### config.mk
export PLATFORM = sky130hd
export DESIGN_NAME = alu_issue_stage
export DESIGN_NICKNAME = d
export VERILOG_FILES = /design/src/rtl/alu_issue_stage.sv
export SDC_FILE = /design/constraint.sdc
export NUM_CORES = 1
export LEC_CHECK = 0
export BUFFER_PORTS_ARGS = -buffer_cell sky130_fd_sc_hd__clkbuf_2
export CAP_MARGIN = 20
export CORE_MARGIN = 1.5
export CORE_UTILIZATION = 40
export DETAILED_ROUTE_END_ITERATION = 7
export PLACE_DENSITY_LB_ADDON = 0.2
export SLEW_MARGIN = 20
export SYNTH_ARGS = -nofsm -noshare
export SYNTH_HDL_FRONTEND = slang
export SYNTH_SLANG_ARGS = --single-unit
### constraint.sdc
create_clock -name clk -period 3.25 [get_ports clk]
set_input_delay 0.325 -clock clk [delete_from_list [all_inputs] [get_ports clk]]
set_output_delay 0.325 -clock clk [all_outputs]
set_load 0.02 [all_outputs]
### src/rtl/alu_issue_stage.sv
// Issue stage for an external combinational ALU: queues commands in a 2-deep FIFO,
// presents each to the ALU for SETTLE_CYCLES, then captures and holds the result.
module alu_issue_stage #(
    parameter int DATA_W        = 8,
    parameter int SETTLE_CYCLES = 1
) (
    input  logic              clk,
    input  logic              rst,
    input  logic              in_valid,
    output logic              in_ready,
    input  logic [DATA_W-1:0] in_a,
    input  logic [DATA_W-1:0] in_b,
    input  logic [1:0]        in_sel,
    output logic [DATA_W-1:0] alu_a,
    output logic [DATA_W-1:0] alu_b,
    output logic [1:0]        alu_sel,
    input  logic [DATA_W-1:0] alu_s,
    output logic              out_valid,
    input  logic              out_ready,
    output logic [DATA_W-1:0] out_data,
    output logic [1:0]        out_sel,
    output logic              busy,
    output logic [7:0]        result_count
);

    typedef enum logic [1:0] {
        IDLE,
        DRIVE,
        OUT
    } state_t;

    localparam int ENTRY_W = 2 * DATA_W + 2;
    localparam logic [3:0] SETTLE_LOAD = 4'(SETTLE_CYCLES - 1);

    logic [ENTRY_W-1:0] mem [2];
    logic               wr_ptr;
    logic               rd_ptr;
    logic [1:0]         count;
    logic               full;
    logic               empty;
    logic               push;
    logic               pop;
    logic               capture;
    logic               ready_en;
    logic [ENTRY_W-1:0] head;
    state_t             state;
    state_t             state_nxt;
    logic [3:0]         settle;
    logic [3:0]         settle_nxt;

    assign full     = (count == 2'd2);
    assign empty    = (count == 2'd0);
    // ready_en keeps in_ready low until the first edge after reset release
    assign in_ready = ready_en && !full && !rst;
    assign push     = in_valid && in_ready;
    assign head     = mem[rd_ptr];
    assign busy     = (state != IDLE) || !empty;

    always_comb begin
        state_nxt  = state;
        settle_nxt = settle;
        pop        = 1'b0;
        capture    = 1'b0;
        unique case (state)
            IDLE: begin
                if (!empty) begin
                    pop        = 1'b1;
                    settle_nxt = SETTLE_LOAD;
                    state_nxt  = DRIVE;
                end
            end
            DRIVE: begin
                if (settle == 4'd0) begin
                    capture   = 1'b1;
                    state_nxt = OUT;
                end else begin
                    settle_nxt = settle - 4'd1;
                end
            end
            OUT: begin
                if (out_ready) begin
                    if (!empty) begin
                        pop        = 1'b1;
                        settle_nxt = SETTLE_LOAD;
                        state_nxt  = DRIVE;
                    end else begin
                        state_nxt = IDLE;
                    end
                end
            end
            default: state_nxt = IDLE;
        endcase
    end

    always_ff @(posedge clk or posedge rst) begin
        if (rst) begin
            state    <= IDLE;
            settle   <= 4'd0;
            ready_en <= 1'b0;
        end else begin
            state    <= state_nxt;
            settle   <= settle_nxt;
            ready_en <= 1'b1;
        end
    end

    always_ff @(posedge clk or posedge rst) begin
        if (rst) begin
            mem[0] <= '0;
            mem[1] <= '0;
            wr_ptr <= 1'b0;
            rd_ptr <= 1'b0;
            count  <= 2'd0;
        end else begin
            if (push) begin
                mem[wr_ptr] <= {in_a, in_b, in_sel};
                wr_ptr      <= !wr_ptr;
            end
            if (pop) begin
                rd_ptr <= !rd_ptr;
            end
            unique case ({push, pop})
                2'b10:   count <= count + 2'd1;
                2'b01:   count <= count - 2'd1;
                default: count <= count;
            endcase
        end
    end

    always_ff @(posedge clk or posedge rst) begin
        if (rst) begin
            alu_a        <= '0;
            alu_b        <= '0;
            alu_sel      <= 2'd0;
            out_valid    <= 1'b0;
            out_data     <= '0;
            out_sel      <= 2'd0;
            result_count <= 8'd0;
        end else begin
            if (pop) begin
                {alu_a, alu_b, alu_sel} <= head;
            end
            if (capture) begin
                out_data  <= alu_s;
                out_sel   <= alu_sel;
                out_valid <= 1'b1;
            end else if (out_valid && out_ready) begin
                out_valid <= 1'b0;
            end
            if (out_valid && out_ready) begin
                result_count <= result_count + 8'd1;
            end
        end
    end

endmodule

; ---- Yosys cells after proc, flatten, opt, wreduce, memory -nomap -nowiden
; Index checks and enable logic that the tools add are counted.
[word_totals]
output_inout_bits = 39
regBits = 84
inputBits = 30
elab_cells = 76
[op_classes]
magnitude_cmp = 3
mux = 23
bitwise = 2
n_reduce_logical = 20
eq_ne = 9
add_sub_neg = 4
[op_table]
columns = operator, count
row1 = $mux 18, 4
row2 = $bwmux 36, 1
row3 = $demux 18 s1, 1
row4 = $mux 4, 3
row5 = $pmux 4 s3, 1
row6 = $add 8x1->8 const B, 1
row7 = $ne 2x2->1 const B, 4
row8 = $mux 1, 7
row9 = $eq 2x2->1 const B, 3
row10 = $mux 2, 3
row11 = $pmux 2 s3, 1
row12 = $reduce_and 3->1, 2
row13 = $reduce_bool 2->1, 3
row14 = $logic_and 1x1->1, 5
row15 = $logic_not 1->1, 5
row16 = $eq 2x1->1 const B, 2
row17 = $ge 2x2->1 const B, 2
row18 = $logic_not 2->1, 2
row19 = $logic_not 4->1, 1
row20 = $not 1->2, 2
row21 = $pmux 2 s2, 1
row22 = $sub 4x1->4 const B, 1
row23 = $reduce_bool 3->1, 1
row24 = $add 2x1->2 const B, 1
row25 = other kinds (4), 4

; ---- Longest topological paths before layout
; Gate-level depths: netlist of run 1.
[depth]
word_depth = 7
depth_mapped = 7
depth_no_buf = 6

; ---- Worst setup path after synthesis of run 1
; Ideal clock, no wire load.
[synth_timing]
kind = register -> register
start = register count[1]
end = register count[1]
path_stages_with_launch = 7
required_ns = 3.171
setup_time_ns = 0.079
slack_ns = 1.698
period_less_slack_ns = 1.552
t_arrival_ns = 1.473
n_path_buf = 1
cell_sequence = dfrtp_1 nor2_1 nor3_4 buf_4 ha_1 nor2_1 xor2_1
[synth_via]
elab_cells_between_ends = 15
cone_classes = 2 x add/sub / 3 x eq/ne / 4 x mux / 6 x reduce/logical
[synth_lines]
columns = element, line
row1 = start: declaration, 38  ; logic [1:0] count;
row2 = start signal: assignment, 123  ; 2'b10: count <= count + 2'd1;
row3 = start signal: assignment, 124  ; 2'b01: count <= count - 2'd1;
row4 = start signal: assignment, 125  ; default: count <= count;
row5 = $logic_not 2->1 (*), 52  ; assign empty = (count == 2'd0);
row6 = $mux 1 (*), "66, 82"
row7 = $mux 1, 81  ; if (out_ready) begin
row8 = $pmux 1 s2 (*), 64  ; unique case (state)
row9 = via pop, 42  ; logic pop;
row10 = $eq 2x1->1 / $eq 2x2->1 (equally long branches), 122  ; unique case ({push, pop})
row11 = $pmux 2 s2 / $reduce_bool 2->1 (equally long branches), --
; The timed path passes the listed nets; every way through them passes the cells marked *.
; A chain may end at the register's enable or synchronous reset.

; ---- Worst setup path in the final report of run 1
[layout_timing]
start = register count[1]
end = register count[1]
[layout_via]
elab_chain_cells = 7
elab_cells_between_ends = 15
cone_classes = 2 x add/sub / 3 x eq/ne / 4 x mux / 6 x reduce/logical
[layout_lines]
columns = element
row1 = "parallel branches: the longest is 7 deep, another holds $logic_not 2->1"
; Parallel ways; which one is timed is not known.

==> flow_summary.json, run 1 <==
{
  "gr-total-overflow": 0,
  "crit_top_cell": "nor2_1",
  "synth_flop_cell": "dfrtp_1",
  "dr.pass1.iters": 4,
  "clock_sinks": 84,
  "dr_wl_met2_um": 2951,
  "pwr-share-comb": 0.395,
  "drt-met1-wl_um": 3087,
  "yosysSeqAreaShare": 0.5761,
  "vdd_drop_max_v": 0.0004956,
  "p_clk_frac": 0.185,
  "worst_pin_slew_ps": 878.8,
  "yosysTopAreaCellShare": 0.5761,
  "drc": 0,
  "dp_hpwl_um": 4330,
  "async_flop_share": 1.000,
  "met3WireLength_um": 323,
  "worstPathArrival_ps": 2000,
  "synthCells": 240,
  "synth_top_area_cell": "dfrtp_1",
  "postCtsSetupRepairBufs": 0,
  "track_usage": 0.1421,
  "grt_max_degree": 42,
  "drive_gt1_frac": 0.5500,
  "drtAntennaViolNets": 0,
  "avgRoutedWirePerCell_um": 15.10,
  "setup_viol": 0,
  "startpoint_type": "flip-flop",
  "synth.top_cells.by_count": "84 x dfrtp_1, 62 x mux2_2, 20 x mux2_4",
  "rows": 34,
  "period_needed_ps": 1771,
  "initial_core_util": 0.4163,
  "p_switching_uw": 1518,
  "finalMaxSlewViolations": 0,
  "cts_tree": "built",
  "slowest_stage": "dfrtp_1",
  "cts_resized": 0,
  "synth.distinct_cells": 35,
  "hp-class": "input port to async pin",
  "maxUsedRoutingLayer": "met4",
  "yosysMostFrequentCell": "dfrtp_1",
  "synth_area_per_cell_um2": 15.20,
  "power.density_nw_per_um2": 1041,
  "postCtsHoldBufs": 0,
  "grt_pass1_wl_um": 10780,
  "finalPower_uw": 4496,
  "min_period_over_period": 0.5450,
  "area_delta_synth_final_pct": 18.35,
  "design.die.area_um2": 9703,
  "grt_pass1_vias": 2136,
  "insertion_delay_ps": 350,
  "critPathRequiredTime_ps": 3480,
  "p_leak_uw": 0.002098,
  "utilization": 0.4927,
  "synth_warnings": 0,
  "hold_viol": 0,
  "gp_congestion": 0.7293,
  "grt_antenna_before_repair": 0,
  "status": "complete, no violations",
  "fin_setup_tns_ps": 0,
  "drtIter0Drc": 55,
  "crit_buf_inv": 1,
  "ys_seq_elements": 84,
  "n_fill_cell": 773,
  "cts.clk_slew.worst_paths_ps": 90,
  "clockRootBuffer": "clkbuf_8",
  "rsz0062_at_grt": "false",
  "n_antenna_cell": 0,
  "drt-vias-per-instance": 4.841,
  "ios": 69,
  "setup.worst_path.class": "flip-flop to flip-flop",
  "drv_cap": 0,
  "fin_nets": 348,
  "syn-cell-area_um2": 3648,
  "seq_power_share": 0.420,
  "slowest_delay_ps": 440,
  "port_buffers": 68,
  "crit_family": "flip-flops",
  "max_freq_mhz": 564.6,
  "cts_buffer_depth": 2,
  "crit_fanout": 22,
  "die_y_um": 98.51,
  "crit_chain": "nor2_1, nor3_4, buf_4, ha_1, xnor2_1, nor2_1, xor2_1",
  "synth_edf_count": 0,
  "drt-total-wl_um": 6464,
  "slew_headroom": 0.4141,
  "p_int_uw": 2978,
  "coreArea_um2": 8763,
  "cts_made_buffers": 9,
  "final.setup_skew_ps": 12.59,
  "die_w_um": 98.51,
  "synth_area_leaders": "dfrtp_1 58%, mux2_2 19%, mux2_4 8.2%",
  "num_vias": 2072,
  "syn_nets": 273,
  "worst_setup_path_end_kind": "flip-flop",
  "swShare": 0.3377,
  "htree_levels": 3
}
==> placed cells by master, fill, tap and decap left out, types with 3 or more instances in the layout <==
master     n
nor3_1     3
xnor2_1    8
nand3_1    4
buf_4      3
nand2_1    4
mux2_2    62
clkbuf_8  10
xor2_1     4
nor2_1     4
ha_1       3
inv_1      9
clkbuf_2  68
dfrtp_1   84
mux2_4    20
==> cells by family after synthesis <==
group                    Yosys count  share of synthesized area
multiplexers                      84                     0.2795
flip-flops                        84                     0.5761
AND/OR/NAND/NOR                   31                    0.06344
buffers and inverters             17                    0.02538
XOR/XNOR                          12                    0.02881
AO/OA/AOI/OAI                      8                    0.01543
adder cells (fa/ha/maj)            3                    0.01029
other                              1                   0.001028
==> worst register-to-register path, delay by kind of cell (launching register included) <==
family / cells / cell delay, ps
xor+xnor: 2 / 300
fa+ha+maj: 1 / 240
buf+inv: 1 / 240
flops: 1 / 440
simple gates: 3 / 450
==> per-stage QoR <==
stage / area [µm²] / cells / setup WS, ps / hold slack [ps]
floorplan: 3649 / 240 / 759.9 / 473.4
global placement: 4093 / 412 / 1486 / 451.6
finish: 4318 / 428 / 1479 / 59.30
CTS: 4318 / 428 / 1459 / 61.99
detailed placement: 4093 / 412 / 1474 / 457.8
global route: 4318 / 428 / 1299 / 118.2
==> final cells by class <==
| type | count | area [µm²] | area share |
|---|---|---|---|
| sequential | 84 | 2102 | 0.4868 |
| multi-input combinational | 139 | 1454 | 0.3367 |
| inverter | 10 | 38.79 | 0.008983 |
| clock inverter | 5 | 83.83 | 0.01941 |
| timing repair buffer | 71 | 362.8 | 0.08403 |
| clock buffer | 11 | 141.4 | 0.03274 |
| tap | 108 | 135.1 | 0.03130 |
==> power groups by stage <==
| stage | clock network [µW] | registers, µW | logic (µW) |
|---|---|---|---|
| CTS | 866 | 1890 | 1810 |
| global placement | 0 | 1910 | 1770 |
| finish | 833 | 1890 | 1780 |
| global route | 897 | 1960 | 1940 |
| detailed placement | 0 | 1910 | 1810 |
| floorplan | 0 | 2050 | 1200 |
==> worst paths after layout <==
kind | startpoint | to | slack (ps) | cells after the start
setup / recovery | count[1]$_DFFE_PP0P_ | count[1]$_DFFE_PP0P_ | 1480 | 7
hold / removal | rst | alu_a[3]$_DFFE_PP0P_ | 60 | 2
setup reg to reg | count[1]$_DFFE_PP0P_ | count[1]$_DFFE_PP0P_ | 1480 | 7
hold reg to reg | result_count[7]$_DFFE_PP0P_ | result_count[7]$_DFFE_PP0P_ | 470 | 1
max in group asynchronous | rst | alu_a[0]$_DFFE_PP0P_ | 2420 | 3
min in group clk | alu_s[3] | out_data[3]$_DFFE_PP0P_ | 200 | 2
==> state kept, by name, summed over array words and instances (netlist names) <==
name / count
settle: 4
out_sel: 2
state: 2
ready_en: 1
wr_ptr: 1
mem: 36
alu_b: 8
result_count: 8
out_valid: 1
alu_sel: 2
rd_ptr: 1
out_data: 8
alu_a: 8
count: 2
==> per-layer routing <==
metal / vias to the layer above / GRT usage
met5: - / 0
met4: 0 / 0.05200
met3: 11 / 0.04539
met2: 44 / 0.2107
met1: 1035 / 0.1963
li1: 982 / -
No activity file was read; power rests on OpenSTA's default activity.
==> inputs of run 2 (changes only) <==
--- a/config.mk
+++ b/config.mk
@@ -5,6 +5,7 @@
 export SDC_FILE = /design/constraint.sdc
 export NUM_CORES = 1
 export LEC_CHECK = 0
+export ABC_AREA = 1
 export BUFFER_PORTS_ARGS = -buffer_cell sky130_fd_sc_hd__clkbuf_2
 export CAP_MARGIN = 20
 export CORE_MARGIN = 1.5
==> constraint.sdc (replaced) <==
create_clock -name clk -period 1.4 [get_ports clk]
set_input_delay 0.14 -clock clk [delete_from_list [all_inputs] [get_ports clk]]
set_output_delay 0.14 -clock clk [all_outputs]
set_load 0.02 [all_outputs]
==> flow_summary.json, run 2 <==
{
  "status": "complete, but fails checks",
  "violations": "negative setup slack",
  "crit_buf_inv": 2,
  "yosysSeqAreaShare": 0.5587,
  "p_int_uw": 5957,
  "p_switching_uw": 4467,
  "finalPower_uw": 10420,
  "dr.pass1.iters": 6,
  "rows": 35,
  "drv_cap": 0,
  "hp-class": "input port to flip-flop",
  "drt-total-wl_um": 8809,
  "drc": 0,
  "min_period_over_period": 1.086,
  "worstPathArrival_ps": 1380,
  "synth_edf_count": 0,
  "cts_made_buffers": 9,
  "worst_setup_path_end_kind": "primary output",
  "synth_top_area_cell": "dfrtp_1",
  "gr-total-overflow": 0,
  "hold-path-cell-count": 3,
  "track_usage": 0.1803,
  "finalMaxSlewViolations": 0,
  "ios": 69,
  "setup_viol": 3,
  "period_needed_ps": 1521,
  "use_met1": 0.2451,
  "drtAntennaViolNets": 0,
  "synth_warnings": 0,
  "p_clk_frac": 0.148,
  "async_flop_share": 1.000,
  "area_delta_synth_final_pct": 24.11,
  "mostFrequentLayoutCells": "216 x nand2_1, 84 x dfrtp_1, 66 x clkbuf_2",
  "synth.distinct_cells": 28,
  "design.die.area_um2": 9997,
  "use_met3": 0.04039,
  "rsz0062_at_grt": "true",
  "clock_sinks": 84,
  "slowest_stage": "dfrtp_1",
  "holdPathEnd": "out_data[1]$_DFFE_PP0P_",
  "setup.worst_path.class": "flip-flop to primary output",
  "p_leak_uw": 0.002589,
  "r2r-start": "count[0]$_DFFE_PP0P_",
  "startpoint_type": "flip-flop",
  "grt_antenna_before_repair": 0,
  "die_w_um": 99.99,
  "hold_viol": 0,
  "die_y_um": 99.99,
  "insertion_delay_ps": 350,
  "min_from": "alu_s[1]",
  "crit_chain": "inv_2, nand2_2, or3_1, clkbuf_8",
  "final_common_cell": "nand2_1",
  "grt_max_degree": 85,
  "reg2reg_slack_ps": -110,
  "slowest_delay_ps": 430,
  "rr_endpoint": "count[1]$_DFFE_PP0P_",
  "syn-cell-area_um2": 3762,
  "crit_fanout": 2,
  "seq_power_share": 0.399,
  "dp_hpwl_um": 5549,
  "avgRoutedWirePerCell_um": 13.57,
  "power.density_nw_per_um2": 2232,
  "synth_area_leaders": "dfrtp_1 56%, nand2_1 22%, nand4_1 6.2%",
  "top_register": "mem",
  "max_freq_mhz": 657.5,
  "cts.clk_slew.worst_paths_ps": 80,
  "drt-vias-per-instance": 4.863,
  "critPathRequiredTime_ps": 1260,
  "htree_levels": 3,
  "pwr-share-comb": 0.452,
  "cts_buffer_depth": 2,
  "final.setup_skew_ps": 7.253,
  "grt_pass1_vias": 2943,
  "clockRootBuffer": "clkbuf_8",
  "n_antenna_cell": 0,
  "synth_area_per_cell_um2": 8.455,
  "port_buffers": 68,
  "grt_busiest_layer": "met2",
  "coreArea_um2": 9196,
  "yosysTopAreaCellShare": 0.5587,
  "synth.top_cells.by_count": "219 x nand2_1, 84 x dfrtp_1, 37 x nand4_1",
  "fin_nets": 566,
  "initial_core_util": 0.4091,
  "drive_gt1_frac": 0.2379,
  "ys_seq_elements": 84,
  "syn_nets": 478,
  "num_vias": 3156,
  "grt_use_met2": 0.2889,
  "rr_worst_depth": 8,
  "crit_family": "flip-flops",
  "drtIter0Drc": 151,
  "gp_congestion": 0.7758,
  "cts_tree": "built",
  "worst-path-stages": 4,
  "grt_pass1_wl_um": 14080,
  "fin_setup_tns_ps": -279.2,
  "synthCells": 445,
  "swShare": 0.4285,
  "synth_flop_cell": "dfrtp_1",
  "setup_slack_ps": -121.0,
  "yosysMostFrequentCell": "nand2_1",
  "n_fill_cell": 925,
  "vdd_drop_max_v": 0.0007131,
  "largest_reg_flops": 36
}
==> run 2: changes by cell type in the layout (fill, tap and decap cells not counted), sizes merged, moves of 4 or more <==
cell	change
mux2	-83
nand3	+7
nand4	+35
buf	+23
o21ai	+14
a21oi	+4
xnor2	-6
clkinv	+4
nand2	+216
inv	+21
==> run 2: cell families after synthesis <==
kind of cell	count (synthesis)	synth area share
other cells	1	0.0009967
simple gates	275	0.3136
buf+inv	54	0.06850
xor+xnor	8	0.01862
compound gates	20	0.02960
fa+ha+maj	3	0.009978
flops	84	0.5587
==> run 2: worst reg2reg max path, delay by kind of cell (launching register included) <==
kind	cells	cell delay, ps
compound gates	3	400
simple gates	1	50
flops	1	370
buf+inv	2	200
xor+xnor	1	150
fa+ha+maj	1	230
==> run 2: through the flow <==
step / utilization / cell area (µm²) / setup WS (ps) / std cells / hold WS, ps
6_report: 0.5078 / 4669 / -121.0 / 649 / 8.114
5_1_grt: 0.5078 / 4669 / -171.8 / 649 / 18.66
4_1_cts: 0.4965 / 4566 / -141.8 / 642 / 1.669
3_5_place_dp: 0.4679 / 4303 / -73.08 / 620 / 320.6
3_3_place_gp: 0.4679 / 4303 / -20.98 / 620 / 322.4
2_1_floorplan: - / 3792 / -1140 / 445 / 273.2
==> run 2: area by class of cell <==
type | count | area, µm² | area share
multi-input cells | 309 | 1466 | 0.3140
clock inverters | 5 | 27.53 | 0.005895
inverters | 33 | 127.6 | 0.02733
repair buffers | 96 | 665.6 | 0.1426
well taps | 111 | 138.9 | 0.02974
clock buffers | 11 | 141.4 | 0.03028
flip-flops and latches | 84 | 2102 | 0.4502
==> run 2: routing by layer <==
| layer | vias to the layer above | part of all wire |
|---|---|---|
| li1 | 1591 | - |
| met1 | 1470 | 0.47 |
| met2 | 87 | 0.47 |
| met3 | 8 | 0.055 |
| met4 | 0 | 0.012 |
| met5 | - | 0 |
==> run 2: worst max-delay path by stage <==
stage | endpoint | slack, ps | from
floorplan | count[1]$_DFFE_PP0P_ | -1140 | rst
global route | count[1]$_DFFE_PP0P_ | -170 | count[0]$_DFFE_PP0P_
global placement | mem[3]$_DFFE_PP0P_ | -20 | count[0]$_DFFE_PP0P_
finish | busy | -120 | count[1]$_DFFE_PP0P_
CTS | busy | -140 | count[1]$_DFFE_PP0P_
detailed placement | mem[9]$_DFFE_PP0P_ | -70 | count[0]$_DFFE_PP0P_
==> run 2: power by group through the flow <==
stage	Clock (µW)	Sequential [µW]	Combinational (µW)
detailed placement	0	4180	4450
global route	1710	4300	5340
CTS	1600	4140	4610
global placement	0	4170	4350
floorplan	0	4600	2590
finish	1540	4160	4720
==> run 2: what timing repair did <==
action | CTS | global route
setup endpoints to repair | 39 | 44
gates cloned | 0 | 3
setup buffers | 4 | 5
pin swaps | 4 | 3
hold buffers | 2 | 0
gates resized for setup | 12 | 7
hold endpoints to repair | 85 | 0
==> inputs of run 3 (changes only) <==
--- a/config.mk
+++ b/config.mk
@@ -9,9 +9,9 @@
 export BUFFER_PORTS_ARGS = -buffer_cell sky130_fd_sc_hd__clkbuf_2
 export CAP_MARGIN = 20
 export CORE_MARGIN = 1.5
-export CORE_UTILIZATION = 40
+export CORE_UTILIZATION = 50
 export DETAILED_ROUTE_END_ITERATION = 7
-export PLACE_DENSITY_LB_ADDON = 0.2
+export PLACE_DENSITY = 0.72
 export SLEW_MARGIN = 20
 export SYNTH_ARGS = -nofsm -noshare
 export SYNTH_HDL_FRONTEND = slang
==> constraint.sdc (replaced) <==
create_clock -name clk -period 1.2 [get_ports clk]
set_input_delay 0.12 -clock clk [delete_from_list [all_inputs] [get_ports clk]]
set_output_delay 0.12 -clock clk [all_outputs]
set_load 0.02 [all_outputs]
==> flow_summary.json, run 3 (synthesized netlist as in run 2, its figures left out) <==
{
  "clockRootBuffer": "clkbuf_8",
  "drtAntennaViolNets": 0,
  "port_buffers": 68,
  "vdd_drop_max_v": 0.001203,
  "die_y_um": 89.75,
  "gp_congestion": 0.8168,
  "cts_buffer_depth": 2,
  "p_int_uw": 8949,
  "rsz0062_at_grt": "true",
  "num_vias": 3485,
  "final.setup_skew_ps": 8.830,
  "grt_max_degree": 71,
  "dp.cells": 616,
  "die_w_um": 89.75,
  "status": "complete, but fails checks",
  "setup.worst_path.class": "flip-flop to primary output",
  "r2r-start": "count[1]$_DFFE_PP0P_",
  "swShare": 0.4091,
  "power.density_nw_per_um2": 2777,
  "setup_viol": 75,
  "final_common_cell": "nand2_1",
  "drv_cap": 0,
  "dr.pass1.iters": 4,
  "worst_setup_path_end_kind": "primary output",
  "fin_nets": 597,
  "grt_pass1_vias": 3366,
  "worstPathArrival_ps": 1400,
  "initial_core_util": 0.5187,
  "pwr-share-comb": 0.489,
  "cts_tree": "built",
  "startpoint": "count[0]$_DFFE_PP0P_",
  "area_delta_synth_final_pct": 44.96,
  "p_switching_uw": 6196,
  "n_antenna_cell": 0,
  "drt-total-wl_um": 9972,
  "track_usage": 0.2481,
  "final_cells": 668,
  "grt_antenna_before_repair": 0,
  "gr-total-overflow": 0,
  "drive_gt1_frac": 0.3673,
  "n_fill_cell": 489,
  "design.die.area_um2": 8054,
  "seq_power_share": 0.336,
  "hold_viol": 0,
  "place_area_um2": 4368,
  "period_needed_ps": 1520,
  "finalMaxSlewViolations": 0,
  "mostFrequentLayoutCells": "175 x nand2_1, 84 x dfrtp_1, 66 x clkbuf_2",
  "min_from": "in_a[1]",
  "drc": 0,
  "p_leak_uw": 0.002864,
  "setup_slack_ps": -319.6,
  "clock_sinks": 84,
  "worst_pin_slew_ps": 502.4,
  "p_clk_frac": 0.176,
  "avgRoutedWirePerCell_um": 14.93,
  "drt-vias-per-instance": 5.217,
  "startpoint_type": "flip-flop",
  "min_period_over_period": 1.266,
  "hp-class": "input port to flip-flop",
  "coreArea_um2": 7253,
  "top_register": "mem",
  "htree_levels": 3,
  "cts.clk_slew.worst_paths_ps": 80,
  "dp_hpwl_um": 5549,
  "drtIter0Drc": 161,
  "insertion_delay_ps": 360,
  "reg2reg_slack_ps": -290,
  "fin_setup_tns_ps": -11090,
  "crit_fanout": 2,
  "max_freq_mhz": 658.1,
  "largest_reg_flops": 36,
  "cts_made_buffers": 9,
  "ios": 69,
  "final_cell_area_um2": 5454,
  "slew_headroom": 0.6651,
  "violations": "negative setup slack",
  "rows": 31,
  "critPathRequiredTime_ps": 1080,
  "grt_pass1_wl_um": 16000
}
-- run 3: worst max-delay path, stage by stage, from the launching register on --
cell and delay [ps]:
dfrtp_1 390, inv_2 110, nand2_4 70, or3_4 340, buf_8 140
-- run 3: final timing paths --
check                                          to  cells past startpoint
max                                          busy                      4
max in group asynchronous   settle[1]$_DFFE_PP0P_                      5
min                           mem[29]$_DFFE_PP0P_                      3
min in group asynchronous  out_sel[0]$_DFFE_PP0P_                      4
max reg2reg                    mem[0]$_DFFE_PP0P_                      8
min reg2reg                  alu_a[4]$_DFFE_PP0P_                      2
-- run 3: stage by stage --
stage,setup slack (ps),utilization,power (µW),hold slack [ps]
floorplan,-1320,-,8416,253.2
global placement,-163.1,0.6022,10100,178.5
detailed placement,-215.6,0.6022,10320,183.0
CTS,-333.6,0.7152,14050,2.079
global route,-358.9,0.7519,16140,9.808
finish,-319.6,0.7519,15150,2.905
-- run 3: final cells by class --
| type | count | area (µm²) | share of cell area |
|---|---|---|---|
| Timing Repair Buffer | 123 | 1022 | 0.1874 |
| Multi-Input combinational cell | 313 | 1805 | 0.3310 |
| Clock buffer | 12 | 145.1 | 0.02661 |
| Inverter | 33 | 135.1 | 0.02478 |
| Tap cell | 99 | 123.9 | 0.02271 |
| Sequential cell | 84 | 2102 | 0.3854 |
| Clock inverter | 4 | 120.1 | 0.02202 |
-- run 3: power by group through the flow --
stage	Clock, µW	Combinational [µW]	Sequential, µW
2_1_floorplan	0	3050	5370
3_3_place_gp	0	5250	4850
3_5_place_dp	0	5430	4880
4_1_cts	2690	6470	4890
5_1_grt	2790	8100	5240
6_report	2660	7400	5090
-- run 3: what timing repair did --
item,CTS,global route
pin swaps,22,20
resized for setup,50,79
endpoints found under the hold margin,27,0
hold buffers,14,0
endpoints found under the setup margin,68,80
setup buffers,12,3
cloned,9,1
-- run 3: layer usage --
layer  vias up  GRT usage  wire length, µm
met2       119     0.4065             4983
met3        30    0.03638              584
li1       1664          -                -
met5         -          0                0
met1      1672     0.3270             4130
met4         0     0.1151              274
